## config.mk

```make
export PLATFORM = sky130hd
export DESIGN_NAME = mem_access_unit
export DESIGN_NICKNAME = d
export VERILOG_FILES = /design/src/rtl/mem_access_unit.sv
export SDC_FILE = /design/constraint.sdc
export NUM_CORES = 1
export LEC_CHECK = 0
export ABC_AREA = 0
export BUFFER_PORTS_ARGS = -buffer_cell sky130_fd_sc_hd__buf_2
export CORE_MARGIN = 2
export CORE_UTILIZATION = 40
export CTS_CLUSTER_SIZE = 12
export DETAILED_ROUTE_END_ITERATION = 7
export HOLD_SLACK_MARGIN = 0.05
export PLACE_DENSITY = 0.69
export SYNTH_ARGS = -nofsm -noshare
export SYNTH_HDL_FRONTEND = slang
export SYNTH_SLANG_ARGS = --single-unit
```

## constraint.sdc

```tcl
create_clock -name CLOCK -period 2.15 [get_ports CLOCK]
set_clock_uncertainty 0.05 [all_clocks]
set_input_delay 0.3225 -clock CLOCK [delete_from_list [all_inputs] [get_ports CLOCK]]
set_output_delay 0.3225 -clock CLOCK [all_outputs]
set_load 0.005 [all_outputs]
```

## src/rtl/mem_access_unit.sv

```systemverilog
// MEM-stage data memory access unit: issues one registered request per load/store,
// stalls the pipeline until DMemReady or a wait-limit timeout, and formats load/store data.
module mem_access_unit #(
    parameter int unsigned WAIT_LIMIT = 255
) (
    input  logic        CLOCK,
    input  logic        RESET,
    input  logic        MemReadEN_In,
    input  logic        MemWriteEN_In,
    input  logic [1:0]  MemSize_In,
    input  logic        MemSignExt_In,
    input  logic [31:0] ALUResult_In,
    input  logic [31:0] StoreData_In,
    output logic        DMemReq,
    output logic        DMemWE,
    output logic [31:0] DMemAddr,
    output logic [31:0] DMemWData,
    output logic [3:0]  DMemByteEN,
    input  logic [31:0] DMemRData,
    input  logic        DMemReady,
    output logic [31:0] MemResult_Out,
    output logic        Stall_Out,
    output logic        MisalignExc_Out,
    output logic        BusErr_Out
);

    localparam int unsigned CW = (WAIT_LIMIT < 2) ? 1 : $clog2(WAIT_LIMIT);
    localparam logic [CW-1:0] CNT_LAST = CW'(WAIT_LIMIT - 1);

    typedef enum logic [1:0] {IDLE, ACCESS, DONE} state_t;

    state_t        state, next_state;
    logic [CW-1:0] wait_cnt;
    logic          access_en, misaligned, valid, timeout;
    logic [31:0]   st_wdata;
    logic [3:0]    st_be;
    logic [1:0]    ld_size;
    logic [1:0]    ld_lane;
    logic          ld_sext;
    logic          ld_is_load;
    logic          bus_err_q;
    logic [7:0]    ld_byte;
    logic [15:0]   ld_half;
    logic [31:0]   ld_data;

    always_comb begin
        access_en  = MemReadEN_In | MemWriteEN_In;
        misaligned = ((MemSize_In == 2'b01) && ALUResult_In[0]) ||
                     (MemSize_In[1] && (ALUResult_In[1:0] != 2'b00));
        valid      = access_en && !misaligned;
        timeout    = (wait_cnt == CNT_LAST);
    end

    // FSM next-state and combinational handshake outputs
    always_comb begin
        next_state      = state;
        Stall_Out       = 1'b0;
        MisalignExc_Out = 1'b0;
        case (state)
            IDLE: begin
                if (valid) begin
                    next_state = ACCESS;
                    Stall_Out  = 1'b1;
                end else if (access_en) begin
                    MisalignExc_Out = 1'b1;
                end
            end
            ACCESS: begin
                Stall_Out = 1'b1;
                if (DMemReady || timeout) begin
                    next_state = DONE;
                end
            end
            DONE:    next_state = IDLE;
            default: next_state = IDLE;
        endcase
        if (RESET) begin
            Stall_Out       = 1'b0;
            MisalignExc_Out = 1'b0;
        end
    end

    assign BusErr_Out = bus_err_q & ~RESET;

    always_comb begin
        case (MemSize_In)
            2'b00: begin
                st_wdata = {4{StoreData_In[7:0]}};
                case (ALUResult_In[1:0])
                    2'b00:   st_be = 4'b0001;
                    2'b01:   st_be = 4'b0010;
                    2'b10:   st_be = 4'b0100;
                    default: st_be = 4'b1000;
                endcase
            end
            2'b01: begin
                st_wdata = {2{StoreData_In[15:0]}};
                st_be    = ALUResult_In[1] ? 4'b1100 : 4'b0011;
            end
            default: begin
                st_wdata = StoreData_In;
                st_be    = 4'b1111;
            end
        endcase
    end

    // Load formatting uses the size/lane captured at request time, not the live inputs
    always_comb begin
        case (ld_lane)
            2'b00:   ld_byte = DMemRData[7:0];
            2'b01:   ld_byte = DMemRData[15:8];
            2'b10:   ld_byte = DMemRData[23:16];
            default: ld_byte = DMemRData[31:24];
        endcase
        ld_half = ld_lane[1] ? DMemRData[31:16] : DMemRData[15:0];
        case (ld_size)
            2'b00:   ld_data = {{24{ld_sext & ld_byte[7]}}, ld_byte};
            2'b01:   ld_data = {{16{ld_sext & ld_half[15]}}, ld_half};
            default: ld_data = DMemRData;
        endcase
    end

    always_ff @(posedge CLOCK) begin
        if (RESET) begin
            state <= IDLE;
        end else begin
            state <= next_state;
        end
    end

    always_ff @(posedge CLOCK) begin
        if (RESET) begin
            DMemReq       <= 1'b0;
            DMemWE        <= 1'b0;
            DMemAddr      <= '0;
            DMemWData     <= '0;
            DMemByteEN    <= '0;
            MemResult_Out <= '0;
            wait_cnt      <= '0;
            ld_size       <= '0;
            ld_lane       <= '0;
            ld_sext       <= 1'b0;
            ld_is_load    <= 1'b0;
            bus_err_q     <= 1'b0;
        end else begin
            bus_err_q <= 1'b0;
            if (state == IDLE && valid) begin
                DMemReq    <= 1'b1;
                DMemWE     <= MemWriteEN_In;
                DMemAddr   <= {ALUResult_In[31:2], 2'b00};
                DMemWData  <= st_wdata;
                DMemByteEN <= st_be;
                wait_cnt   <= '0;
                ld_size    <= MemSize_In;
                ld_lane    <= ALUResult_In[1:0];
                ld_sext    <= MemSignExt_In;
                ld_is_load <= ~MemWriteEN_In;
            end else if (state == ACCESS) begin
                if (DMemReady) begin
                    DMemReq <= 1'b0;
                    if (ld_is_load) begin
                        MemResult_Out <= ld_data;
                    end
                end else if (timeout) begin
                    DMemReq       <= 1'b0;
                    MemResult_Out <= '0;
                    bus_err_q     <= 1'b1;
                end else begin
                    wait_cnt <= wait_cnt + CW'(1);
                end
            end
        end
    end

endmodule

```

# --- After elaboration in Yosys (flattened, before gate mapping) ---
# Index checks and enable logic that the tools add are counted.
word_totals:
  output_inout_bits: 105
  word_cells: 82
  reg_bits: 117
  in_bits: 104
classes:
  addsub: 1
  reduce_logical: 22
  n_mux: 25
  n_eq_ne: 11
  bitwise_logic: 10
op_table:
  columns: ["cell", "count"]
  rows:
  - ["$pmux 32 s2", 2]
  - ["$mux 32", 3]
  - ["$pmux 8 s3", 1]
  - ["$mux 16", 1]
  - ["$pmux 4 s3", 1]
  - ["$mux 1", 11]
  - ["$eq 2x1->1 const B", 5]
  - ["$logic_not 2->1", 5]
  - ["$add 8x1->8 const B", 1]
  - ["$eq 8x8->1 const B", 1]
  - ["$pmux 4 s2", 1]
  - ["$not 1->1", 6]
  - ["$reduce_bool 2->1", 3]
  - ["$eq 2x2->1 const B", 2]
  - ["$logic_and 1x1->1", 4]
  - ["$mux 2", 2]
  - ["$mux 4", 1]
  - ["$ne 2x2->1 const B", 2]
  - ["$pmux 2 s2", 1]
  - ["$reduce_and 2->1", 2]
  - ["$reduce_and 4->1", 1]
  - ["$reduce_or 4->1", 1]
  - ["$and 1x1->1", 3]
  - ["$reduce_and 3->1", 1]
  - ["other kinds (7)", 8]

# --- Depth between registers and ports, before layout ---
# Gate-level depths: netlist of the first run.
logic_depth:
  word_depth: 8
  depth_mapped: 8
  ltp_nobuf: 7

# --- Least setup slack after synthesis of the first run ---
# Ideal clock, no wire load.
synth_timing:
  path_type: "register -> register"
  from: "register ld_lane[1]"
  to: "register MemResult_Out[14]"
  arrival_ns: 1.494
  setup_time_ns: 0.117
  required_ns: 1.983
  path_stages_with_launch: 5
  period_less_slack_ns: 1.662
  path_slack_ns: 0.488
  n_path_buf: 0
  path_cell_list: "dfxtp_1 > mux4_2 > a31oi_4 > nand2_2 > a32o_1"
synth_between:
  elab_chain_len: 6
  word_cells_on_any_way: 9
  cone_classes: "eq/ne (2); mux (5); bitwise (1); reduce/logical (1)"
synth_lines:
  columns: ["element", "line", "source"]
  rows:
  - ["from (decl)", "38", "logic [1:0] ld_lane;"]
  - ["from (signal assigned)", "155", "ld_lane <= ALUResult_In[1:0];"]
  - ["$eq 2x2->1 (tied with other cells)", "109", "case (ld_lane)"]
  - ["$pmux 8 s3", "109", null]
  - ["$and 1x1->1", "117", "2'b00: ld_data = {{24{ld_sext & ld_byte[7]}}, ld_byte};"]
  - ["$pmux 32 s2 (*)", "116", "case (ld_size)"]
  - ["$mux 32 (*)", "161", "if (ld_is_load) begin"]
  - ["$mux 32 (*)", "159", "if (DMemReady) begin"]
  - ["to (signal assigned)", "162", "MemResult_Out <= ld_data;"]
  - ["to (decl)", "21", "output logic [31:0] MemResult_Out,"]
# Every way passes the cells marked *; elsewhere a longest branch is shown, timed or not. The select of a mux whose other input is x is not followed.
# A chain may end at the register's enable or synchronous reset.

# --- Final worst setup path of the first run ---
layout_timing:
  from: "register state[1]"
  to: "output MisalignExc_Out"
layout_between:
  elab_chain_len: 3
layout_lines:
  columns: ["element", "line", "source"]
  rows:
  - ["from (decl)", "32", "state_t state, next_state;"]
  - ["from (signal assigned)", "127", "state <= next_state;"]
  - ["$logic_not 2->1", "59", "case (state)"]
  - ["$mux 1", "59", null]
  - ["$mux 1", "77", "if (RESET) begin"]
  - ["to (decl)", "23", "output logic MisalignExc_Out,"]
# No other way between the ends.

==> results of run 1 <==
## path summary, 6_finish.rpt
check / startpoint / end / slack, ns / cells after the start
worst min-delay path: StoreData_In[26] / DMemWData[26] / 0.06 / 3
worst min register to register: MemResult_Out[6] / MemResult_Out[6] / 0.39 / 2
worst max-delay path: state[1] / MisalignExc_Out / 0.37 / 4
worst max register to register: state[1] / ld_is_load / 0.43 / 5
## worst max-delay path, delay by kind of cell, from the launching register on
kind	cells	cell delay, ns
and+or+nand+nor	3	0.52
DFF	1	0.35
buffers and inverters	1	0.13
## state kept, by name, indices dropped and copies added (netlist names)
signal / count
DMemReq: 1
ld_lane: 2
DMemByteEN: 4
ld_size: 2
wait_cnt: 8
DMemWData: 32
bus_err_q: 1
ld_sext: 1
state: 2
MemResult_Out: 32
DMemAddr: 30
DMemWE: 1
ld_is_load: 1
## report_power, final
part	internal, uW	switching, uW
sequential	2290	69.8
combinational	319	435
clock	1770	929
total	4380	1430
## through the flow
stage	setup slack, ns	area [um^2]
global route	0.2280	6713
detailed placement	0.2763	6156
floorplan	0.4884	4981
CTS	0.3674	6713
finish	0.3734	6713
global placement	0.3977	6156
## routing by layer
| layer | wire length, um | vias to the layer above | GRT usage, % |
|---|---|---|---|
| met5 | 0 | - | 0 |
| met4 | 212 | 0 | 7.871 |
| met3 | 1229 | 21 | 8.107 |
| met2 | 7062 | 196 | 37.89 |
| met1 | 6580 | 2310 | 27.70 |
| li1 | - | 2497 | - |
## logic make-up (layout without fill, tap and decap cells)
kind of cell             after synthesis  after routing
flip-flops                           117            117
other                                  1              2
multiplexers                          27             27
AO/OA/AOI/OAI                        173            173
XOR/XNOR                               4              4
AND/OR/NAND/NOR                      225            225
adder cells (fa/ha/maj)                2              2
buffers and inverters                 60            267
## final cells by class
class | count | area [um^2]
sequential | 117 | 2342
clock inverter | 5 | 75.07
clock buffer | 24 | 481.7
fill | 1129 | 5349
tap | 168 | 210.2
timing repair buffer | 225 | 1186
multi-input combinational | 433 | 2369
inverter | 13 | 48.80
## cells in the mapped netlist (2+ instances only)
cell	n
a211oi_1	10
a21o_1	7
a21oi_1	71
a221oi_1	6
a22oi_1	15
a311oi_1	10
a32o_1	2
and3_1	3
buf_2	17
buf_4	8
clkbuf_1	22
dfxtp_1	117
ha_1	2
inv_1	13
mux2i_1	25
nand2_1	153
nand2b_1	3
nand3_1	5
nand4_1	4
nor2_1	39
nor2b_1	3
nor3_1	7
o211ai_1	4
o21ai_0	34
xnor2_1	2
xor2_1	2
==> run metrics, run 1 <==
outcome completed; P&R area growth vs syn 34.87%; Most used DFF post-synth dfxtp_1; drc violations 0; post-route minimum period 1.777 ns; CP Max Fanout 4; Max-slew headroom 67.14%; share of the synthesized area in the top cell type 47.06%; Post-Synth XOR/XNOR Area 0.7039%; Ant. Diodes 0; complex-gate fraction of the synthesized area 21.79%; Lkg Pwr 0.003220 uW; Post-DRT Antenna Nets 0; final wirelength 15080 um; total CTS buffers 17; Initial Util 41.27%; CTS tree built; fin crit share 82.63%; Cell Count, Final, Fillers Out 985; IO Count 209; CP arrival 1.40 ns; gr usage total 22.90%; EDFF count, synth 0; number of synthesis warnings 0; final slew viol count 0; H-tree Lvls 4; layout cells sized above 1 32.07%; most common cell after layout, fill and taps aside buf_2; final net count 913; total gr overflow 0; total clock sinks 117; top area cells in the synthesized netlist dfxtp_1 (47%), nand2_1 (12%), a21oi_1 (7.1%), mux2i_1 (5.0%), o21ai_0 (3.4%); post-synthesis cell count 609; drt wl/cell 15.31 um; Post-Synth Adder-Cell Area 0.5028%; initial antenna violation count 0; DR pass1 iterations 5; largest net degree at the start of global routing 48; number of port buffers 206; first-pass GRT wire length 24120 um; Worst-Margin Slew 0.4877 ns; Hold Vio Cnt, Final 0; post_cts resized 0; synth unique cells 51; via count 5024; row count 40; commonest non-fill, non-tap cells in the layout buf_2 (206), nand2_1 (153), dfxtp_1 (117); vias in the first global route 5025; setup TNS 0 ns; Final Wtd Congestion 0.8554; hold slack 0.06238 ns; total power per unit cell area 865.9 mW/mm^2; Final Power 5813 uW; Hold/Removal Path Class input pin to flop; main combinational cell family by area after synthesis compound AO/OA/AOI/OAI gates; core area 0.01206 mm^2; most frequent cell on the critical path nor2_1; simple logic cell fraction of the synthesized area 18.60%; RSZ-0062 raised after global routing no; maximum VDD drop 542.4 uV; Worst setup SP type flop; CTS root buffer clkbuf_16; Post-CTS Setup Bufs 0; Synth async-reset ratio 0%; DRT iter0 DRCs 224; hold buffers post-CTS 0; CP required 1.78 ns; Max-cap violations 0; DIE AREA 0.01335 mm^2; sequential share of the synthesized area 47.06%; crit-path max cell delay 0.35 ns; critical path type flop to primary output; clock latency on the worst-skew pair 0.41 ns; clock tree buffer depth 2; synthesis-stage register bit count 117; clk slew on worst S/H paths 0.05 ns; final core occ 55.65%; Cell Area, Synth 0.004977 mm^2; CP max-delay cell dfxtp_1; vias per std cell 5.101; Mapped Avg Cell Area 8.173 um^2; CP Capture Type primary output; Max Freq 0.5629 GHz; HPWL after DPL 11120 um; cell accounting for the most synthesized area dfxtp_1; # setup viols final 0; placed cells 956; crit path cell chain nor2_1 > nand2_1 > nor2_1 > buf_2; die width 115.6 um; proportion of synthesized area in mux cells 5.706%; die height 115.6 um
Note: power is estimated with default switching activity, not from simulation.
==> inputs of run 2 (changes only) <==
--- a/config.mk
+++ b/config.mk
@@ -12,7 +12,7 @@
 export CTS_CLUSTER_SIZE = 12
 export DETAILED_ROUTE_END_ITERATION = 7
 export HOLD_SLACK_MARGIN = 0.05
-export PLACE_DENSITY = 0.69
+export PLACE_DENSITY = 0.71
 export SYNTH_ARGS = -nofsm -noshare
 export SYNTH_HDL_FRONTEND = slang
 export SYNTH_SLANG_ARGS = --single-unit
==> constraint.sdc (replaced) <==
create_clock -name CLOCK -period 1.4 [get_ports CLOCK]
set_clock_uncertainty 0.05 [all_clocks]
set_input_delay 0.21 -clock CLOCK [delete_from_list [all_inputs] [get_ports CLOCK]]
set_output_delay 0.21 -clock CLOCK [all_outputs]
set_load 0.005 [all_outputs]
==> run 2 against run 1 <==
  * The flow now finishes with violations (negative setup slack)
  * Register-to-register slack lost 0.77 ns
  * First-iteration DRC count up 130%
  * Worst setup slack got worse by 0.71 ns
  * Critical path depth grew 3
  * Critical endpoint is now DMemWData[11]
  * Highest routed layer unchanged
==> run metrics, run 2 (synthesis results as in run 1) <==
outcome finished, violations left; failing checks negative setup slack; total CTS buffers 17 (unchanged); H-tree Lvls 4 (unchanged); CP Max Fanout 6 (+2); DR pass1 iterations 5 (unchanged); first-pass GRT wire length 31610 um (+31%); CP required 1.64 ns (-0.14 ns); CP Capture Type flop; P&R area growth vs syn 99.67%; die height 115.6 um (unchanged); Final Wtd Congestion 0.8706 (+1.8%); final net count 1088 (+19%); drt wl/cell 20.15 um (+32%); final wirelength 23430 um (+55%); Worst setup SP type flop; pre-CTS setup slack -0.2459 ns (-0.5222 ns); placed cell area 0.006714 mm^2 (+9.1%); DRT iter0 DRCs 511 (+130%); DIE AREA 0.01335 mm^2 (unchanged); largest net degree at the start of global routing 49 (+2.1%); crit path cell chain o21ba_4 > buf_6 > and3_4 > buf_12 > buf_8 > nor2_2 > a311oi_1; layout cells sized above 1 57.79% (+26 points); Initial Util 41.27% (unchanged); gr usage total 30.71% (+7.8 points); row count 40 (unchanged); FF-to-FF path depth 7 (+2); total power per unit cell area 1091 mW/mm^2 (+26%); Lkg Pwr 0.004668 uW (+45%); crit path to DMemWData[11]; drc violations 0 (unchanged); clock latency on the worst-skew pair 0.42 ns (about the same); die width 115.6 um (unchanged); Ant. Diodes 0 (unchanged); FF-to-FF End DMemWData[11]; total clock sinks 117 (unchanged); largest registers DMemWData x32, MemResult_Out x32, DMemAddr x30; Post-DRT Antenna Nets 0 (unchanged); Hold Vio Cnt, Final 0 (unchanged); final slew viol count 0 (unchanged); maximum VDD drop 832.9 uV (+54%); RSZ-0062 raised after global routing yes; total gr overflow 0 (unchanged); Max-slew headroom 53.81% (-13 points); vias in the first global route 6214 (+24%); critical path type flop to flop; CP arrival 1.98 ns (+0.58 ns); clk slew on worst S/H paths 0.06 ns (about the same); Worst-Margin Slew 0.6928 ns (+0.2050 ns); CTS root buffer clkbuf_16; reg-to-reg setup timing slack -0.34 ns (-0.77 ns); crit-path max cell delay 0.35 ns (about the same); via count 6447 (+28%); hold path depth 3 (unchanged); # setup viols final 119 (+119); HPWL after DPL 11170 um (+0.48%); worst setup path start state[0]; Max Freq 0.5757 GHz; post-route minimum period 1.737 ns; fin crit share 124.1%; initial antenna violation count 0 (unchanged); Max-cap violations 0 (unchanged); Final Worst Setup Slack -0.3370 ns (-0.7104 ns); Hold/Removal Path Class input pin to flop; CTS tree built; IO Count 209 (unchanged); vias per std cell 5.543 (+8.7%); core area 0.01206 mm^2 (unchanged); hold_sp DMemRData[6]; number of port buffers 206 (unchanged); CP max-delay cell dfxtp_4; clock tree buffer depth 2 (unchanged); hold slack 0.05158 ns (-0.01080 ns); most common cell after layout, fill and taps aside buf_2; Final Cell Area 0.009938 mm^2 (+48%); commonest non-fill, non-tap cells in the layout buf_2 (206), dfxtp_1 (109), nand2_1 (77); RR Startpoint state[0]
==> run 2: cell types whose count changed in the layout (fill, tap and decap cells not counted), moves of 16 or more <==
cell	delta
nand2_4	+46
nand2_1	-76
nor2_1	-19
buf_4	+50
nand2_2	+30
buf_12	+20
dlygate4sd3_1	+63
buf_6	+23
o21ai_0	-16
a21oi_1	-40
a21oi_2	+35
==> run 2: report_power, final <==
part | switching [uW] | internal, uW
combinational | 1260 | 1360
clock | 1620 | 2920
sequential | 170 | 3510
==> run 2: repair_timing <==
item                                    CTS  global route
hold buffers                             63             0
endpoints found under the setup margin  114           119
gates cloned                             13             5
pin swaps                               100            73
setup buffers                            26            19
hold endpoints to repair                 62             0
gates resized for setup                 185           158
==> run 2: metal layers <==
| layer | track usage [%] | up-vias | wire length, um |
|---|---|---|---|
| met5 | 0 | - | 0 |
| met4 | 18.88 | 0 | 1195 |
| met3 | 7.531 | 105 | 1732 |
| met2 | 53.45 | 400 | 12190 |
| met1 | 33.65 | 3072 | 8308 |
| li1 | - | 2870 | - |
==> run 2: worst max-delay path: cells and delay by family, from the launching register on <==
family	cells	cell delay, ns
compound gates	2	0.60
buf+inv	3	0.35
simple gates	2	0.26
flops	1	0.35
==> run 2: worst min path at each step <==
stage / to / slack (ns)
floorplan: ld_is_load / 0.26
global placement: DMemWData[24] / 0.36
detailed placement: DMemWData[24] / 0.36
CTS: MemResult_Out[6] / 0.05
global route: DMemWData[0] / 0.05
finish: MemResult_Out[6] / 0.05
==> run 2: layout make-up <==
class                      instances  area (um^2)
tap                              168        210.2
multi-input combinational        434         3453
timing repair buffer             399         3264
fill                             624         2123
clock buffer                      22        474.2
clock inverter                    10        127.6
inverter                          13        48.80
sequential                       117         2360
==> run 2: per-stage QoR <==
stage	util, %	instances	total power, uW	TNS, ns
detailed placement	55.66	1013	5030	-11.13
CTS	76.08	1145	10300	-10.83
finish	82.40	1163	10850	-20.85
global route	82.40	1163	11100	-24.82
floorplan	-	610	4342	-2.664
global placement	55.66	1013	5012	-9.087
